$ cat src/rtl/interface_de_entrada_autorep.sv
// Two-button input front end: synchronizes and debounces raw buttons, then
// turns held presses into count-enable steps with delayed auto-repeat.
module interface_de_entrada_autorep #(
  parameter int DEB_CICLOS  = 4,
  parameter int ATRASO_REP  = 16,
  parameter int PERIODO_REP = 4
) (
  input  logic clock,
  input  logic reset,
  input  logic btn_mais,
  input  logic btn_menos,
  output logic habilitar_contagem,
  output logic modo_contagem,
  output logic em_repeticao
);

  localparam int DW   = (DEB_CICLOS > 1) ? $clog2(DEB_CICLOS) : 1;
  localparam int TMAX = (ATRASO_REP > PERIODO_REP) ? ATRASO_REP : PERIODO_REP;
  localparam int TW   = (TMAX > 1) ? $clog2(TMAX) : 1;

  localparam logic [DW-1:0] DEB_MAX     = DW'(DEB_CICLOS - 1);
  localparam logic [TW-1:0] CARGA_ATRASO = TW'(ATRASO_REP - 1);
  localparam logic [TW-1:0] CARGA_PER    = TW'(PERIODO_REP - 1);

  typedef enum logic [1:0] {
    ESPERANDO,
    INCREMENTANDO,
    DECREMENTANDO,
    BLOQUEADO
  } estado_t;

  // Bit 0 carries the increment button, bit 1 the decrement button.
  logic [1:0]    sync1;
  logic [1:0]    sync2;
  logic [1:0]    filt;
  logic [DW-1:0] deb_cnt [2];

  estado_t       state;
  estado_t       state_next;
  logic [TW-1:0] timer;
  logic [TW-1:0] timer_next;
  logic          pulso_next;
  logic          rep_next;
  logic          ativo_next;
  logic          fm;
  logic          fn;

  assign fm = filt[0];
  assign fn = filt[1];

  always_ff @(posedge clock) begin
    if (reset) begin
      sync1 <= '0;
      sync2 <= '0;
    end else begin
      sync1 <= {btn_menos, btn_mais};
      sync2 <= sync1;
    end
  end

  // The filtered level only follows after DEB_CICLOS consecutive differing samples.
  always_ff @(posedge clock) begin
    if (reset) begin
      filt <= '0;
      for (int i = 0; i < 2; i++) deb_cnt[i] <= '0;
    end else begin
      for (int i = 0; i < 2; i++) begin
        if (sync2[i] == filt[i]) begin
          deb_cnt[i] <= '0;
        end else if (deb_cnt[i] == DEB_MAX) begin
          filt[i]    <= sync2[i];
          deb_cnt[i] <= '0;
        end else begin
          deb_cnt[i] <= deb_cnt[i] + DW'(1);
        end
      end
    end
  end

  always_comb begin
    state_next = state;
    case (state)
      ESPERANDO: begin
        if (fm && fn)  state_next = BLOQUEADO;
        else if (fm)   state_next = INCREMENTANDO;
        else if (fn)   state_next = DECREMENTANDO;
      end
      INCREMENTANDO: begin
        if (fn)        state_next = BLOQUEADO;
        else if (!fm)  state_next = ESPERANDO;
      end
      DECREMENTANDO: begin
        if (fm)        state_next = BLOQUEADO;
        else if (!fn)  state_next = ESPERANDO;
      end
      BLOQUEADO: begin
        if (!fm && !fn) state_next = ESPERANDO;
      end
      default:         state_next = ESPERANDO;
    endcase

    // Entry gives the first step; the timer then paces the repeats.
    ativo_next = (state_next == INCREMENTANDO) || (state_next == DECREMENTANDO);
    timer_next = '0;
    pulso_next = 1'b0;
    rep_next   = 1'b0;
    if (ativo_next) begin
      if (state_next != state) begin
        timer_next = CARGA_ATRASO;
        pulso_next = 1'b1;
      end else if (timer == '0) begin
        timer_next = CARGA_PER;
        pulso_next = 1'b1;
        rep_next   = 1'b1;
      end else begin
        timer_next = timer - TW'(1);
        rep_next   = em_repeticao;
      end
    end
  end

  always_ff @(posedge clock) begin
    if (reset) begin
      state              <= ESPERANDO;
      timer              <= '0;
      habilitar_contagem <= 1'b0;
      modo_contagem      <= 1'b0;
      em_repeticao       <= 1'b0;
    end else begin
      state              <= state_next;
      timer              <= timer_next;
      habilitar_contagem <= pulso_next;
      modo_contagem      <= (state_next == DECREMENTANDO);
      em_repeticao       <= rep_next;
    end
  end

endmodule

$ cat config.mk
export PLATFORM = sky130hd
export DESIGN_NAME = interface_de_entrada_autorep
export DESIGN_NICKNAME = d
export VERILOG_FILES = /design/src/rtl/interface_de_entrada_autorep.sv
export SDC_FILE = /design/constraint.sdc
export NUM_CORES = 1
export LEC_CHECK = 0
export BUFFER_PORTS_ARGS = -buffer_cell sky130_fd_sc_hd__buf_2
export CAP_MARGIN = 30
export CORE_MARGIN = 2
export CORE_UTILIZATION = 30
export DETAILED_ROUTE_END_ITERATION = 12
export PLACE_DENSITY = 0.53
export SLEW_MARGIN = 20
export SYNTH_ARGS = -nofsm -noshare
export SYNTH_HDL_FRONTEND = slang
export SYNTH_SLANG_ARGS = --single-unit
$ cat constraint.sdc
create_clock -name clock -period 1.84 [get_ports clock]
set_input_delay 0 -clock clock [delete_from_list [all_inputs] [get_ports clock]]
set_output_delay 0 -clock clock [all_outputs]
set_load 0.01 [all_outputs]
After elaboration in Yosys (flattened, before gate mapping)
Memories as Yosys holds them, arrays and structs flattened.
Cells that the tools add are included.
Word-level totals
  flip-flop bits (word level): 15
  latch bits: 0
  memory bits (writable): 4
  bits in read-only memories: 0
  bits of input ports: 4
  output and inout port bits: 3
  word-level logic and storage cells: 86
  memories kept: 1
Memory list
  deb_cnt: words 2, width 2, rd ports 2, clocked after memory_dff 0, write ports 2, line 36  | logic [DW-1:0] deb_cnt [2];
Cells by class
  add/subtract/negate cells: 3
  multipliers: 0
  divide/modulo/power cells: 0
  $lt $le $gt $ge: 0
  equality and inequality tests: 10
  shift operators: 0
  multiplexer cells: 43
  bitwise logic cells: 9
  reduce and logical (&&, ||, !) cells: 11
Operators by type and width (number)
  2-bit 2-to-1 mux: 14
  1-bit 2-to-1 mux: 26
  2-bit == test, second input constant: 5
  4-bit 2-to-1 mux: 2
  2-bit case mux with 4 select lines: 1
  1-bit OR: 6
  2-bit by 1-bit adder with 2-bit output, second input constant: 2
  2-bit by 1-bit == test with 1-bit output, second input constant: 2
  4-bit zero test: 1
  2-bit AND reduction: 2
  4-bit by 1-bit subtractor with 4-bit output, second input constant: 1
  1-bit NOT: 3
  3-bit OR reduction: 1
  1-bit == test: 2
  1-bit logical AND: 2
  1-bit zero test: 2
  2-bit zero test: 1
  2-bit inequality test: 1
  2-bit OR reduction: 1
  1-bit logical OR: 1

Depth between registers and ports, before layout
  word-level depth: 8
  depth in mapped cells: 5

Worst setup path after synthesis
OpenSTA, ideal clock, no wires.
  path kind: register to register
  start point: register filt[0]
  end point: register em_repeticao
  setup time: 0.080 ns
  data arrival time: 1.386 ns
  data required time: 1.760 ns
  path slack: 0.374 ns
  cell stages (with the launch flop): 6
  period minus slack after synthesis: 1.466 ns
  cell sequence: dfxtp_1 -> a21o_2 -> ha_1 -> or2_2 -> clkbuf_1 -> nor3b_1
On the way
  cells in the longest elaborated chain, start to end: 8
  elaborated cells on any way between the ends: 16
  those cells by class: 3 x eq/ne; 7 x mux; 1 x bitwise; 5 x reduce/logical
Ends and longest elaborated chain
  start: declaration: line 35  | logic [1:0] filt;
  start signal: indexed assignment: line 71  | filt[i] <= sync2[i];
  1-bit zero test: line 97  | if (!fm && !fn) state_next = ESPERANDO;
  1-bit logical AND: line 97
  2-bit 2-to-1 mux: line 97
  2-bit case mux with 4 select lines *: line 82  | case (state)
  via state_next[1]: line 39  | estado_t state_next;
  2-bit by 1-bit == test with 1-bit output or 2-bit == test (tied branches): line 103  | ativo_next = (state_next == INCREMENTANDO) || (state_next == DECREMENTANDO);
  1-bit logical OR: line 103
  1-bit NOT (no line)
  3-bit OR reduction (no line) *
  end signal: assignment: line 134  | em_repeticao <= rep_next;
  end: declaration: line 14  | output logic em_repeticao
Mark *: on every way through the listed nets, which the timed path passes. The rest lies on a longest branch.
A chain may end at the register's enable or synchronous reset.

Final worst setup path
  start point: register filt[1]
  end point: register em_repeticao
On the way
  cells in the longest elaborated chain, start to end: 8
  elaborated cells on any way between the ends: 17
  those cells by class: 3 x eq/ne; 8 x mux; 1 x bitwise; 5 x reduce/logical
Ends and longest elaborated chain (line)
  2-bit 2-to-1 mux or 1-bit zero test (tied branches): 86, 97
  2-bit 2-to-1 mux or 1-bit logical AND (tied branches): 85, 97
  2-bit 2-to-1 mux (on tied branches): 84, 97
  2-bit case mux with 4 select lines *: 82
  via state_next[1]: 39
  2-bit by 1-bit == test with 1-bit output or 2-bit == test (tied branches): 103
  1-bit logical OR: 103
  1-bit NOT (no line)
  3-bit OR reduction (no line) *
Marked as above.

==> results.sh <==
export IMPL_syn_avg_cell_area_um2=10.5
export IMPL_pre_cts_ws_ns=0.391
export IMPL_final_setup_tns_ns=0
export IMPL_hold_worst_slack_ns=0.0136
export IMPL_placedInstanceArea_um2=807
export IMPL_async_flop_share_pct=0
export IMPL_grtUsageMet2_pct=13.2
export IMPL_nFillCells=230
export IMPL_cts_resized_gates=0
export IMPL_areaGrowthSynthToFinish_pct=15.8
export IMPL_ys_seq_elements=19
export IMPL_holdCritPathClass="in2reg"
export IMPL_drt_pass1_iter_count=2
export IMPL_crit_chain="a21o_2 -> ha_1 -> or2_2 -> nor3b_1"
export IMPL_r2r_start="filt[1]$_SDFFE_PP0P_"
export IMPL_grt_overflow_total=0
export IMPL_vias=476
export IMPL_clk_latency_ns=0.29
export IMPL_hold_path_depth=2
export IMPL_hpwl_um=721
export IMPL_min_period_ns=1.45
export IMPL_ant_nets=0
export IMPL_synth_seq_area_share_pct=56.9
export IMPL_layout_nets=92
export IMPL_dieHeight_um=53.6
export IMPL_multiInputGateArea_um2=307
export IMPL_htree_num_levels=1
export IMPL_finalClockSkew_ns=0.00432
export IMPL_layout_drive_gt1_share_pct=15.7
export IMPL_drt_initial_drc_count=3
export IMPL_ir_worst_vdd_mv=0.329
export IMPL_drt_total_wl_um=992
export IMPL_power_uw=675
export IMPL_fin_ws_ns=0.387
export IMPL_end_kind="register"
export IMPL_rsz0062_at_grt="no"
export IMPL_dieWidth_um=53.6
export IMPL_timing_final_crit_share_pct=79.0
export IMPL_synth_area_um2=738
export IMPL_syn_instance_count=70
export IMPL_p_sw_uw=143
export IMPL_crit_type="reg2reg"
export IMPL_setup_viol=0
export IMPL_synth_ff_type="dfxtp_1"
export IMPL_synth_edff_count=4
export IMPL_root_buffer="clkbuf_4"
export IMPL_met3_usage_pct=2.50
export IMPL_switching_share_pct=21.2
export IMPL_fmax_mhz=688
export IMPL_clock_sinks=19
export IMPL_wl_per_cell_um=8.94
export IMPL_boundaryPins=7
export IMPL_gr_usage_all_layers_pct=9.03
export IMPL_cts_buffers=3
export IMPL_fp_row_count=17
export IMPL_timing_rr_end="em_repeticao$_SDFFE_PP0P_"
export IMPL_busiest_layer="met2"
export IMPL_p_comb_share_pct=4.7
export IMPL_yosysWarnings=0
export IMPL_start_kind="register"
export IMPL_final_max_slew_viol_count=0
export IMPL_status="finished clean"
export IMPL_cts_setup_buffers=0
export IMPL_synth_cell_types=21
export IMPL_mostFrequentLayoutCells="15 x dfxtp_1, 10 x nor2_1, 6 x nor2b_1, 6 x buf_2, 5 x a21oi_1"
export IMPL_critical_path_arrival_ns=1.68
export IMPL_hp_start="reset"
export IMPL_r2r_setup_slack_ns=0.39
export IMPL_cp_required_ns=2.06
export IMPL_viasPerCell=4.29
export IMPL_grt_use_met1_pct=10.9
export IMPL_cts_buffer_depth=2
export IMPL_final_area_um2=855
export IMPL_start_util_pct=32.4
export IMPL_cp_slowest_cell="dfxtp_1"
export IMPL_grt_max_degree=13
export IMPL_reg2reg_depth=4
export IMPL_grt_first_pass_wirelength_um=1800
export IMPL_hold_violations=0
export IMPL_final_common_cell="dfxtp_1"
export IMPL_grt_pass1_vias=450
export IMPL_power_leakage_nw=0.360
export IMPL_io_buffer_count=6
export IMPL_cts_tree="done"
export IMPL_path_clk_slew_ns=0.11
export IMPL_p_clk_share_pct=30.1
export IMPL_antenna_found_initial=0
export IMPL_cp_slowest_stage_delay_ns=0.38
export IMPL_ff_latch_area_um2=420
export IMPL_antenna_cells=0
export IMPL_coreArea_um2=2280
export IMPL_cap_violations=0
export IMPL_p_seq_share_pct=65.2
export IMPL_holdPathEnd="state[1]$_SDFF_PP0_"
export IMPL_place_congestion=0.725
export IMPL_dieArea_um2=2870
export IMPL_power_density_nw_per_um2=790
export IMPL_crit_fanout=6
export IMPL_p_int_uw=532
export IMPL_drc_errors=0
state kept, by name, indices dropped and copies added (netlist names):
signal / count
sync2: 2
sync1: 2
modo_contagem: 1
timer: 4
deb_cnt: 4
filt: 2
em_repeticao: 1
habilitar_contagem: 1
state: 2
logic make-up (layout without fill, tap and decap cells):
logic type | count (synthesis) | in the layout | synth area share (%)
DFF | 19 | 19 | 57.0
AOI/OAI and AO/OA | 9 | 9 | 7.80
muxes | 3 | 3 | 4.07
buffers and inverters | 6 | 16 | 3.05
other | 1 | 4 | 0.508
adders and majority gates | 4 | 4 | 6.78
xor gates and xnor gates | 2 | 2 | 2.37
and+or+nand+nor | 26 | 26 | 18.5
repair_timing:
| item | in CTS | in global routing |
|---|---|---|
| hold buffers | 2 | 0 |
| endpoints found under the setup margin | 0 | 0 |
| endpoints found under the hold margin | 2 | 0 |
metrics by stage:
| stage | instances | utilization [%] |
|---|---|---|
| 4_1_cts | 111 | 37.5 |
| 3_3_place_gp | 105 | 35.5 |
| 2_1_floorplan | 73 | - |
| 6_report | 111 | 37.5 |
| 5_1_grt | 111 | 37.5 |
| 3_5_place_dp | 105 | 35.5 |
worst max-delay path by stage:
stage / to / slack [ns] / cells after the start / startpoint
floorplan: em_repeticao$_SDFFE_PP0P_ / 0.37 / 5 / filt[0]$_SDFFE_PP0N_
global placement: em_repeticao$_SDFFE_PP0P_ / 0.42 / 4 / filt[0]$_SDFFE_PP0N_
detailed placement: em_repeticao$_SDFFE_PP0P_ / 0.39 / 4 / filt[0]$_SDFFE_PP0N_
CTS: em_repeticao$_SDFFE_PP0P_ / 0.37 / 4 / filt[1]$_SDFFE_PP0P_
global route: em_repeticao$_SDFFE_PP0P_ / 0.31 / 4 / filt[1]$_SDFFE_PP0P_
finish: em_repeticao$_SDFFE_PP0P_ / 0.39 / 4 / filt[1]$_SDFFE_PP0P_
final cells by class:
cell class / instances / area share [%]
Inverter: 4 / 1.76
Tap cell: 28 / 4.10
Clock buffer: 3 / 2.64
Timing Repair Buffer: 8 / 5.86
Multi-Input combinational cell: 48 / 35.9
Clock inverter: 1 / 0.586
Sequential cell: 19 / 49.2
routing by layer:
metal	vias to the layer above	part of all wire (%)
met1	214	53
met2	6	41
met3	2	3.9
li1	254	-
met4	0	1.7
met5	-	0
synth_stat cells, types with 2 or more instances:
master    count  area [µm²]
or3_1         2        12.5
dfxtp_1      15         300
a31oi_1       2        12.5
nor2b_1       6        37.5
nor2_1       10        37.5
xnor2_1       2        17.5
a21oi_1       5        25.0
mux2i_1       3        30.0
edfxtp_1      4         120
ha_1          4        50.1
clkbuf_1      2        7.51
nand2b_1      3        18.8
inv_1         4        15.0
critical path: cells and delay by family, from the launching register on:
family          cells  cell delay (ns)
compound gates      1             0.21
fa+ha+maj           1             0.27
flops               1             0.38
simple gates        2             0.54
power groups by stage:
stage	Clock [mW]	Combinational [mW]	Sequential, mW
5_1_grt	0.234	0.0367	0.442
3_3_place_gp	0	0.0286	0.449
6_report	0.203	0.0316	0.440
4_1_cts	0.216	0.0319	0.440
3_5_place_dp	0	0.0287	0.450
2_1_floorplan	0	0.0215	0.449
(Power assumes the default switching activity.)
